<file path="src/rtl/id_stage_ctrl_if.sv">
// Fetch-to-decode bus: fetched instruction and hazard inputs in,
// IF/ID register contents and pipeline control out.
interface id_stage_ctrl_if;
  logic [31:0] if_inst;
  logic [31:0] if_pc;
  logic        ex_mem_read;
  logic [4:0]  ex_rd;
  logic        branch_taken;
  logic [31:0] id_inst;
  logic [31:0] id_pc;
  logic        id_valid;
  logic [2:0]  imm_type;
  logic        pc_write;
  logic        id_ex_bubble;

  modport master (
    output if_inst, if_pc, ex_mem_read, ex_rd, branch_taken,
    input  id_inst, id_pc, id_valid, imm_type, pc_write, id_ex_bubble
  );

  modport slave (
    input  if_inst, if_pc, ex_mem_read, ex_rd, branch_taken,
    output id_inst, id_pc, id_valid, imm_type, pc_write, id_ex_bubble
  );
endinterface

</file>
<file path="src/rtl/id_stage_ctrl.sv">
// IF/ID pipeline register with load-use stall, branch squash sequencing and
// registered immediate-format select for the decode stage.
module id_stage_ctrl #(
  parameter int unsigned BR_PENALTY = 1,
  parameter int unsigned CNT_W      = 16
) (
  input  logic             clk,
  input  logic             rst,
  id_stage_ctrl_if.slave   bus,
  output logic [CNT_W-1:0] stall_cnt,
  output logic [CNT_W-1:0] flush_cnt
);

  typedef enum logic {ST_RUN, ST_FLUSH} state_e;
  typedef enum logic [2:0] {
    IMM_I = 3'd0, IMM_S = 3'd1, IMM_B = 3'd2, IMM_U = 3'd3, IMM_J = 3'd4, IMM_NONE = 3'd7
  } imm_e;

  localparam logic [31:0] NOP = 32'h0000_0013;
  localparam logic [6:0] OP_R      = 7'b0110011;
  localparam logic [6:0] OP_IMM    = 7'b0010011;
  localparam logic [6:0] OP_LOAD   = 7'b0000011;
  localparam logic [6:0] OP_STORE  = 7'b0100011;
  localparam logic [6:0] OP_BRANCH = 7'b1100011;
  localparam logic [6:0] OP_JALR   = 7'b1100111;
  localparam logic [6:0] OP_LUI    = 7'b0110111;
  localparam logic [6:0] OP_AUIPC  = 7'b0010111;
  localparam logic [6:0] OP_JAL    = 7'b1101111;
  localparam logic [CNT_W-1:0] CNT_ONE = {{(CNT_W-1){1'b0}}, 1'b1};

  state_e           state_q, state_d;
  logic [2:0]       fcnt_q, fcnt_d;
  logic [31:0]      inst_q, inst_d;
  logic [31:0]      pc_q, pc_d;
  logic             valid_q, valid_d;
  imm_e             imm_q, imm_d;
  logic [CNT_W-1:0] stall_q, stall_d;
  logic [CNT_W-1:0] flush_q, flush_d;
  logic             uses_rs1, uses_rs2, hazard;

  function automatic imm_e decode_imm(input logic [6:0] op);
    case (op)
      OP_LOAD, OP_IMM, OP_JALR: return IMM_I;
      OP_STORE:                 return IMM_S;
      OP_BRANCH:                return IMM_B;
      OP_LUI, OP_AUIPC:         return IMM_U;
      OP_JAL:                   return IMM_J;
      default:                  return IMM_NONE;
    endcase
  endfunction

  function automatic logic [CNT_W-1:0] sat_inc(input logic [CNT_W-1:0] v);
    return (&v) ? v : v + CNT_ONE;
  endfunction

  // NOTE: every signal written in an always_comb gets a default first, so no path leaves it unassigned and no latch is inferred.
  always_comb begin
    uses_rs1 = 1'b0;
    uses_rs2 = 1'b0;
    case (inst_q[6:0])
      OP_R, OP_STORE, OP_BRANCH: begin uses_rs1 = 1'b1; uses_rs2 = 1'b1; end
      OP_IMM, OP_LOAD, OP_JALR:  uses_rs1 = 1'b1;
      default: ;
    endcase
    hazard = valid_q & bus.ex_mem_read & (bus.ex_rd != 5'd0) &
             ((uses_rs1 & (bus.ex_rd == inst_q[19:15])) |
              (uses_rs2 & (bus.ex_rd == inst_q[24:20])));
  end

  always_comb begin
    state_d = state_q;
    fcnt_d  = fcnt_q;
    inst_d  = inst_q;
    pc_d    = pc_q;
    valid_d = valid_q;
    imm_d   = imm_q;
    stall_d = stall_q;
    flush_d = flush_q;
    if (bus.branch_taken) begin
      inst_d  = NOP;
      valid_d = 1'b0;
      imm_d   = IMM_NONE;
      flush_d = sat_inc(flush_q);
      if (BR_PENALTY > 1) begin
        state_d = ST_FLUSH;
        fcnt_d  = 3'(BR_PENALTY - 1);
      end else begin
        state_d = ST_RUN;
      end
    end else if (state_q == ST_FLUSH) begin
      inst_d  = NOP;
      valid_d = 1'b0;
      imm_d   = IMM_NONE;
      flush_d = sat_inc(flush_q);
      fcnt_d  = fcnt_q - 3'd1;
      if (fcnt_q == 3'd1) state_d = ST_RUN;
    end else if (hazard) begin
      stall_d = sat_inc(stall_q);
    end else begin
      inst_d  = bus.if_inst;
      pc_d    = bus.if_pc;
      valid_d = 1'b1;
      imm_d   = decode_imm(bus.if_inst[6:0]);
    end
  end

  // NOTE: state registers use non-blocking assignments so every flop samples pre-edge values, independent of process order.
  always_ff @(posedge clk) begin
    if (rst) begin
      state_q <= ST_RUN;
      fcnt_q  <= 3'd0;
      inst_q  <= NOP;
      pc_q    <= 32'd0;
      valid_q <= 1'b0;
      imm_q   <= IMM_NONE;
      stall_q <= '0;
      flush_q <= '0;
    end else begin
      state_q <= state_d;
      fcnt_q  <= fcnt_d;
      inst_q  <= inst_d;
      pc_q    <= pc_d;
      valid_q <= valid_d;
      imm_q   <= imm_d;
      stall_q <= stall_d;
      flush_q <= flush_d;
    end
  end

  assign bus.id_inst      = inst_q;
  assign bus.id_pc        = pc_q;
  assign bus.id_valid     = valid_q;
  assign bus.imm_type     = imm_q;
  assign bus.pc_write     = !hazard | bus.branch_taken;
  assign bus.id_ex_bubble = hazard | !valid_q;
  assign stall_cnt        = stall_q;
  assign flush_cnt        = flush_q;

endmodule

</file>
<file path="src/flat_wrapper.sv">
// flat-port wrapper written by rule: the top's interface ports become plain ports
module id_stage_ctrl_flat 
#(
  parameter int unsigned BR_PENALTY = 1,
  parameter int unsigned CNT_W      = 16
)
  (clk, rst, stall_cnt, flush_cnt, bus_if_inst, bus_if_pc, bus_ex_mem_read, bus_ex_rd, bus_branch_taken, bus_id_inst, bus_id_pc, bus_id_valid, bus_imm_type, bus_pc_write, bus_id_ex_bubble);
  id_stage_ctrl_if bus_i ();
  input  logic clk;
  input  logic rst;
  output logic [CNT_W-1:0] stall_cnt;
  output logic [CNT_W-1:0] flush_cnt;
  input wire logic [$bits(bus_i.if_inst)-1:0] bus_if_inst;
  input wire logic [$bits(bus_i.if_pc)-1:0] bus_if_pc;
  input wire logic [$bits(bus_i.ex_mem_read)-1:0] bus_ex_mem_read;
  input wire logic [$bits(bus_i.ex_rd)-1:0] bus_ex_rd;
  input wire logic [$bits(bus_i.branch_taken)-1:0] bus_branch_taken;
  output wire logic [$bits(bus_i.id_inst)-1:0] bus_id_inst;
  output wire logic [$bits(bus_i.id_pc)-1:0] bus_id_pc;
  output wire logic [$bits(bus_i.id_valid)-1:0] bus_id_valid;
  output wire logic [$bits(bus_i.imm_type)-1:0] bus_imm_type;
  output wire logic [$bits(bus_i.pc_write)-1:0] bus_pc_write;
  output wire logic [$bits(bus_i.id_ex_bubble)-1:0] bus_id_ex_bubble;
  assign bus_i.if_inst = bus_if_inst;
  assign bus_i.if_pc = bus_if_pc;
  assign bus_i.ex_mem_read = bus_ex_mem_read;
  assign bus_i.ex_rd = bus_ex_rd;
  assign bus_i.branch_taken = bus_branch_taken;
  assign bus_id_inst = bus_i.id_inst;
  assign bus_id_pc = bus_i.id_pc;
  assign bus_id_valid = bus_i.id_valid;
  assign bus_imm_type = bus_i.imm_type;
  assign bus_pc_write = bus_i.pc_write;
  assign bus_id_ex_bubble = bus_i.id_ex_bubble;
  id_stage_ctrl #(.BR_PENALTY(BR_PENALTY), .CNT_W(CNT_W)) u_core (.clk(clk), .rst(rst), .bus(bus_i), .stall_cnt(stall_cnt), .flush_cnt(flush_cnt));
endmodule
</file>
<file path="config.mk">
export PLATFORM = sky130hd
export DESIGN_NAME = id_stage_ctrl_flat
export DESIGN_NICKNAME = d
export VERILOG_FILES = /design/src/rtl/id_stage_ctrl_if.sv /design/src/rtl/id_stage_ctrl.sv /design/src/flat_wrapper.sv
export SDC_FILE = /design/constraint.sdc
export NUM_CORES = 1
export LEC_CHECK = 0
export ABC_AREA = 1
export BUFFER_PORTS_ARGS = -buffer_cell sky130_fd_sc_hd__buf_4
export CAP_MARGIN = 30
export CORE_ASPECT_RATIO = 0.5
export CORE_UTILIZATION = 53
export CTS_CLUSTER_DIAMETER = 60
export CTS_CLUSTER_SIZE = 24
export DETAILED_ROUTE_END_ITERATION = 16
export GPL_TIMING_DRIVEN = 1
export HOLD_SLACK_MARGIN = 0.1
export PLACE_DENSITY_LB_ADDON = 0.15
export SYNTH_ARGS = -nofsm -noshare
export SYNTH_HDL_FRONTEND = slang
export SYNTH_SLANG_ARGS = --single-unit
</file>
<file path="constraint.sdc">
create_clock -name clk -period 5.8 [get_ports clk]
set_clock_uncertainty 0.2 [all_clocks]
set_input_delay 0.58 -clock clk [delete_from_list [all_inputs] [get_ports clk]]
set_output_delay 0.58 -clock clk [all_outputs]
set_load 0.03 [all_outputs]
</file>
==> results of run 1 <==
==> layout make-up <==
type | count | share of cell area [%]
timing repair buffer | 176 | 20.8
tap | 112 | 2.21
multi-input combinational | 470 | 33.9
clock inverter | 6 | 1.81
clock buffer | 10 | 3.76
sequential | 104 | 32.8
inverter | 79 | 4.75
==> power by group <==
part	total, mW	switching [mW]	internal [mW]
Sequential	0.758	0.0172	0.740
Clock	0.712	0.276	0.436
Combinational	0.223	0.131	0.0917
Total	1.69	0.424	1.27
==> logic make-up (layout without fill, tap and decap cells) <==
family | after synthesis | in the layout | synth area share, %
buf+inv | 102 | 271 | 9.51
compound gates | 109 | 109 | 12.4
flops | 104 | 104 | 44.5
fa+ha+maj | 4 | 4 | 1.07
simple gates | 352 | 352 | 31.6
xor+xnor | 5 | 5 | 0.935
==> placed cells by master (no fill, tap or decap), types with 2 or more instances in the layout <==
master	n
buf_4	176
nor2_1	166
nand2_1	116
dfxtp_1	104
inv_1	69
o21ai_0	55
nand3_1	28
a21oi_1	28
nor3_1	13
o21ai_1	12
nand4_1	11
a211oi_1	11
clkbuf_16	9
inv_2	6
ha_1	4
xnor2_1	3
nand2_2	3
nand3b_1	3
nor3b_1	3
bufinv_16	3
clkinv_1	2
inv_4	2
or2_2	2
xor2_1	2
nor4_1	2
==> critical path: stages (launching register included) <==
cell and delay, ns:
dfxtp_1 0.35, nand2_1 0.07, nor2_2 0.15, nand3_1 0.10
nor2_1 0.12, nand2_1 0.08, nand2_2 0.08, nand2_4 0.18
inv_4 0.43, nand2_1 0.21, buf_4 0.22
==> path summary, 6_finish.rpt <==
kind	from	end	depth (start not counted)
min reg2reg	u_core.fcnt_q[2]	u_core.fcnt_q[2]	2
min	bus_if_inst[0]	u_core.bus.id_inst[0]	2
max	u_core.bus.id_inst[0]	bus_pc_write	10
max reg2reg	u_core.bus.id_inst[6]	u_core.bus.id_pc[15]	13
==> per-layer routing <==
metal / global-route usage, % / up-vias / wire, um
li1: - / 2478 / -
met4: 8.99 / 0 / 158
met1: 32.0 / 2208 / 5380
met3: 8.22 / 15 / 1090
met2: 46.2 / 177 / 5710
met5: 0 / - / 0
==> sequential cells by signal, summed over array words and instances, names as in the netlist <==
name,count
u_core.bus.id_inst,32
u_core.bus.id_pc,32
u_core.flush_cnt,16
u_core.stall_cnt,16
u_core.bus.imm_type,3
u_core.fcnt_q,3
u_core.bus.id_valid,1
u_core.state_q,1
==> through the flow <==
stage	total power [mW]	util, %	setup WS [ns]
6_report	1.69	76.7	2.67
5_1_grt	1.75	76.7	2.47
4_1_cts	1.70	76.7	2.69
3_5_place_dp	0.995	72.4	2.78
3_3_place_gp	0.992	72.4	2.79
2_1_floorplan	0.898	-	3.42
==> metrics.yaml, run 1 <==
diodes: 0
syn_avg_cell_area_um2: 6.93
clockRootBuffer: "clkbuf_16"
clock-sinks: 104
synth.area.top_cells: "dfxtp_1 44%, nor2_1 13%, nand2_1 9.3%"
tightest_slew_ns: 0.749
power_density_nw_per_um2: 266
dr.pass1.iters: 5
dieArea_um2: 9240
drt_wl_total_um: 12300
numCtsBuffers: 9
drc: 0
fin_crit_ns: 3.13
whs_ns: 0.231
cap_violations: 0
placed_cells: 941
hold_path_class: "input port to register"
cts_setup_buffers: 0
worstPathArrival_ns: 2.35
async_reset_ff_share_pct: 0
grt_pass1_vias: 4193
wire_per_inst_um: 12.9
ys_types: 35
multi_input_area_um2: 2150
antenna_left: 0
leakage_nw: 2.95
ys_seq_elements: 104
outcome: "finished clean"
insertion_delay_ns: 0.35
floorplan.initialDensity_pct: 56.5
maxSlewHeadroom_pct: 50.0
synth_commonest_cells: "166 x nor2_1, 116 x nand2_1, 104 x dfxtp_1"
grt_max_degree: 44
cts_tree: "yes"
fin_tns_setup_ns: 0
die-width_um: 135
drive_gt1_share_pct: 24.9
cts_resized: 0
final_max_slew_viol_count: 0
grt_pass1_wl_um: 19300
synth_edf_count: 0
cp-end-kind: "output port"
coreArea_um2: 8290
ys_warn_count: 0
stdcell_area_um2: 6350
critPathKind: "register to output port"
dpl-instance-area_um2: 6000
synth_ff_type: "dfxtp_1"
synthCells: 676
max_clock_freq_mhz: 320
crit_fanout: 43
rsz0062_at_grt: "false"
postCtsHoldBufs: 0
cts_buffer_depth: 2
worst-r2r-setup-slack_ns: 3.22
grt_overflow: 0
die_h_um: 68.5
seq_area_um2: 2080
start_kind: "register"
netlist.area_leader.share_pct: 44.5
cp.required_ns: 5.02
place_hpwl_um: 8800
syn_area_um2: 4680
rows: 23
clkTransAtPathRegs_ns: 0.07
vias: 4878
final_cells: 957
synth_most_common_cell: "nor2_1"
syn2layout_area_growth_pct: 35.7
irDropWorstVdd_mv: 0.187
synth-seq-area-share_pct: 44.5
finalSetupViolCount: 0
io_buffers: 174
synthesis.nets: 753
gp_congestion: 0.877
antenna_found_initial: 0
drtIter0Drc: 247
n_fill_cell: 658
viasPerCell: 5.10
hold_viol_final: 0
nets: 917
ios: 175
grt.total_usage_pct: 26.6
yosys.area.top_type: "dfxtp_1"
period_share_pct: 53.9
cts_htree_levels: 3
(Power assumes the default switching activity.)
==> run 2, diff against run 1 <==
--- a/config.mk
+++ b/config.mk
@@ -9,7 +9,7 @@
 export BUFFER_PORTS_ARGS = -buffer_cell sky130_fd_sc_hd__buf_4
 export CAP_MARGIN = 30
 export CORE_ASPECT_RATIO = 0.5
-export CORE_UTILIZATION = 53
+export CORE_UTILIZATION = 49
 export CTS_CLUSTER_DIAMETER = 60
 export CTS_CLUSTER_SIZE = 24
 export DETAILED_ROUTE_END_ITERATION = 16
==> constraint.sdc (replaced) <==
create_clock -name clk -period 3 [get_ports clk]
set_clock_uncertainty 0.2 [all_clocks]
set_input_delay 0.3 -clock clk [delete_from_list [all_inputs] [get_ports clk]]
set_output_delay 0.3 -clock clk [all_outputs]
set_load 0.03 [all_outputs]
==> metrics.yaml, run 2 (synthesis gave the netlist of run 1 again) <==
outcome: "finished clean"  # unchanged
io_buffers: 174  # unchanged
grt_pass1_vias: 4835  # was 4,193
worstHoldStart: "bus_ex_mem_read"  # was bus_if_inst[0]
rows: 24  # was 23
wire_per_inst_um: 13.5  # was 12.9 um
grt_overflow: 0  # unchanged
grt_pass1_wl_um: 22100  # was 19,300 um
dieArea_um2: 9970  # was 9240 um2
dr.pass1.iters: 5  # unchanged
syn2layout_area_growth_pct: 49.0  # was 35.7%
die_h_um: 71.1  # was 68.5 um
cts_buffer_depth: 2  # unchanged
vias: 5194  # was 4,878
cpMostUsedCell: "nand2_1"  # unchanged
hold_path_class: "input port to register"  # unchanged
cts_tree: "yes"  # unchanged
antenna_found_initial: 0  # unchanged
clockRootBuffer: "clkbuf_16"  # unchanged
clkTransAtPathRegs_ns: 0.07  # about the same
drive_gt1_share_pct: 23.4  # was 24.9%
grt.total_usage_pct: 27.9  # was 26.6%
clock-sinks: 104  # unchanged
fin_tns_setup_ns: 0  # unchanged
start_kind: "register"  # unchanged
irDropWorstVdd_mv: 0.324  # was 0.187 mV
layout_common_cells: "180 x buf_4, 166 x nor2_1, 116 x nand2_1, 104 x dfxtp_1, 69 x inv_1"  # was 176 x buf_4, 166 x nor2_1, 116 x nand2_1, 104 x dfxtp_1, 69 x inv_1
cp.buffers_inverters: 2  # unchanged
cp.required_ns: 2.50  # was 5.02 ns
drt_wl_total_um: 13900  # was 12,300 um
drc: 0  # unchanged
period_share_pct: 84.3
critical-path-top-delay-family: "simple AND/OR/NAND/NOR gates"  # unchanged
worstPathArrival_ns: 2.03  # was 2.35 ns
final_max_slew_viol_count: 0  # unchanged
diodes: 0  # unchanged
slowest_stage: "dfxtp_1"  # was inv_4
cap_violations: 0  # unchanged
floorplan.initialDensity_pct: 52.1  # was 56.5%
finalSetupViolCount: 0  # unchanged
placed_cells: 950  # was 941
drtIter0Drc: 366  # was 247
maxSlewHeadroom_pct: 65.8  # was 50.0%
numCtsBuffers: 9  # unchanged
critPathLaunch: "u_core.bus.id_inst[0]"  # unchanged
grt_max_degree: 33  # was 44
timing.rr.start: "u_core.bus.id_inst[6]"  # unchanged
coreArea_um2: 8980  # was 8290 um2
n_fill_cell: 642  # was 658
ios: 175  # unchanged
hold_viol_final: 0  # unchanged
nets: 987  # was 917
cpPeakStageDelay_ns: 0.37  # was 0.43 ns
insertion_delay_ns: 0.35  # about the same
cts_htree_levels: 3  # unchanged
leakage_nw: 3.21  # was 2.95 nW
viasPerCell: 5.03  # was 5.10
power_density_nw_per_um2: 444  # was 266 nW/um2
fin_crit_ns: 2.53
crit_fanout: 28  # was 43
die-width_um: 140  # was 135 um
final_cells: 1032  # was 957
finish.utilization_pct: 77.7  # was 76.7%
max_clock_freq_mhz: 395
place_hpwl_um: 8700  # was 8800 um
worstPathCellList: "nand2_1 -> nor2_2 -> nand3_1 -> nor2_1 -> nand2_1 -> nand2_2 -> nand2_4 -> inv_4 -> nand2_1 -> buf_4"  # unchanged
rsz0062_at_grt: "false"  # unchanged
antenna_left: 0  # unchanged
tightest_slew_ns: 0.512  # was 0.749 ns
critPathKind: "register to output port"  # unchanged
cp-end-kind: "output port"  # unchanged
final_common_cell: "buf_4"  # unchanged
gp_congestion: 0.902  # was 0.877
-- run 2: layout make-up --
| cell class | count | area [um2] | share of cell area, % |
|---|---|---|---|
| clock buffers | 9 | 225 | 3.23 |
| clock inverters | 7 | 52.6 | 0.753 |
| inverters | 79 | 302 | 4.32 |
| multi-input cells | 470 | 2150 | 30.9 |
| flip-flops and latches | 104 | 2080 | 29.9 |
| well taps | 117 | 146 | 2.10 |
| repair buffers | 246 | 2010 | 28.8 |
-- run 2: what timing repair did --
action | CTS | global route
resized for setup | 0 | 0
endpoints found under the hold margin | 72 | 0
setup buffers | 0 | 0
hold buffers | 66 | 0
-- run 2: power by group --
| group | leakage [nW] | total, mW | internal, mW | switching [mW] |
|---|---|---|---|---|
| logic | 2.22 | 0.515 | 0.236 | 0.279 |
| clock network | 0.137 | 1.12 | 0.572 | 0.543 |
| registers | 0.852 | 1.47 | 1.43 | 0.0348 |
-- run 2: metal layers --
layer  vias up  global-route usage, %  wire length [um]
li1       2623                      -                 -
met1      2345                   33.6              6020
met2       197                   48.8              6610
met3        29                   7.11               961
met4         0                   10.3               297
met5         -                      0                 0
-- run 2: worst register-to-register path, delay by kind of cell (launching register included) --
family                 cells  cell delay (ns)
DFF                        1             0.40
and+or+nand+nor            9             1.07
AOI/OAI and AO/OA          1             0.13
buffers and inverters      3             0.52
-- run 2: path summary, 6_finish.rpt --
check | endpoint | slack [ns] | cells past startpoint
worst max register to register | u_core.bus.id_pc[23] | 0.62 | 13
worst min register to register | u_core.bus.imm_type[0] | 0.28 | 2
worst max-delay path | bus_pc_write | 0.47 | 10
worst min-delay path | u_core.bus.id_inst[2] | 0.23 | 5
-- run 2: per-stage QoR --
stage	worst slack (ns)	hold slack, ns	total power, mW	area, um2
after detailed placement	0.609	0.272	1.93	6040
final	0.470	0.227	3.10	6970
after global placement	0.676	0.262	1.92	6040
after CTS	0.474	0.219	3.10	6970
after floorplan	0.903	0.206	1.74	4680
after global routing	0.333	0.268	3.23	6970
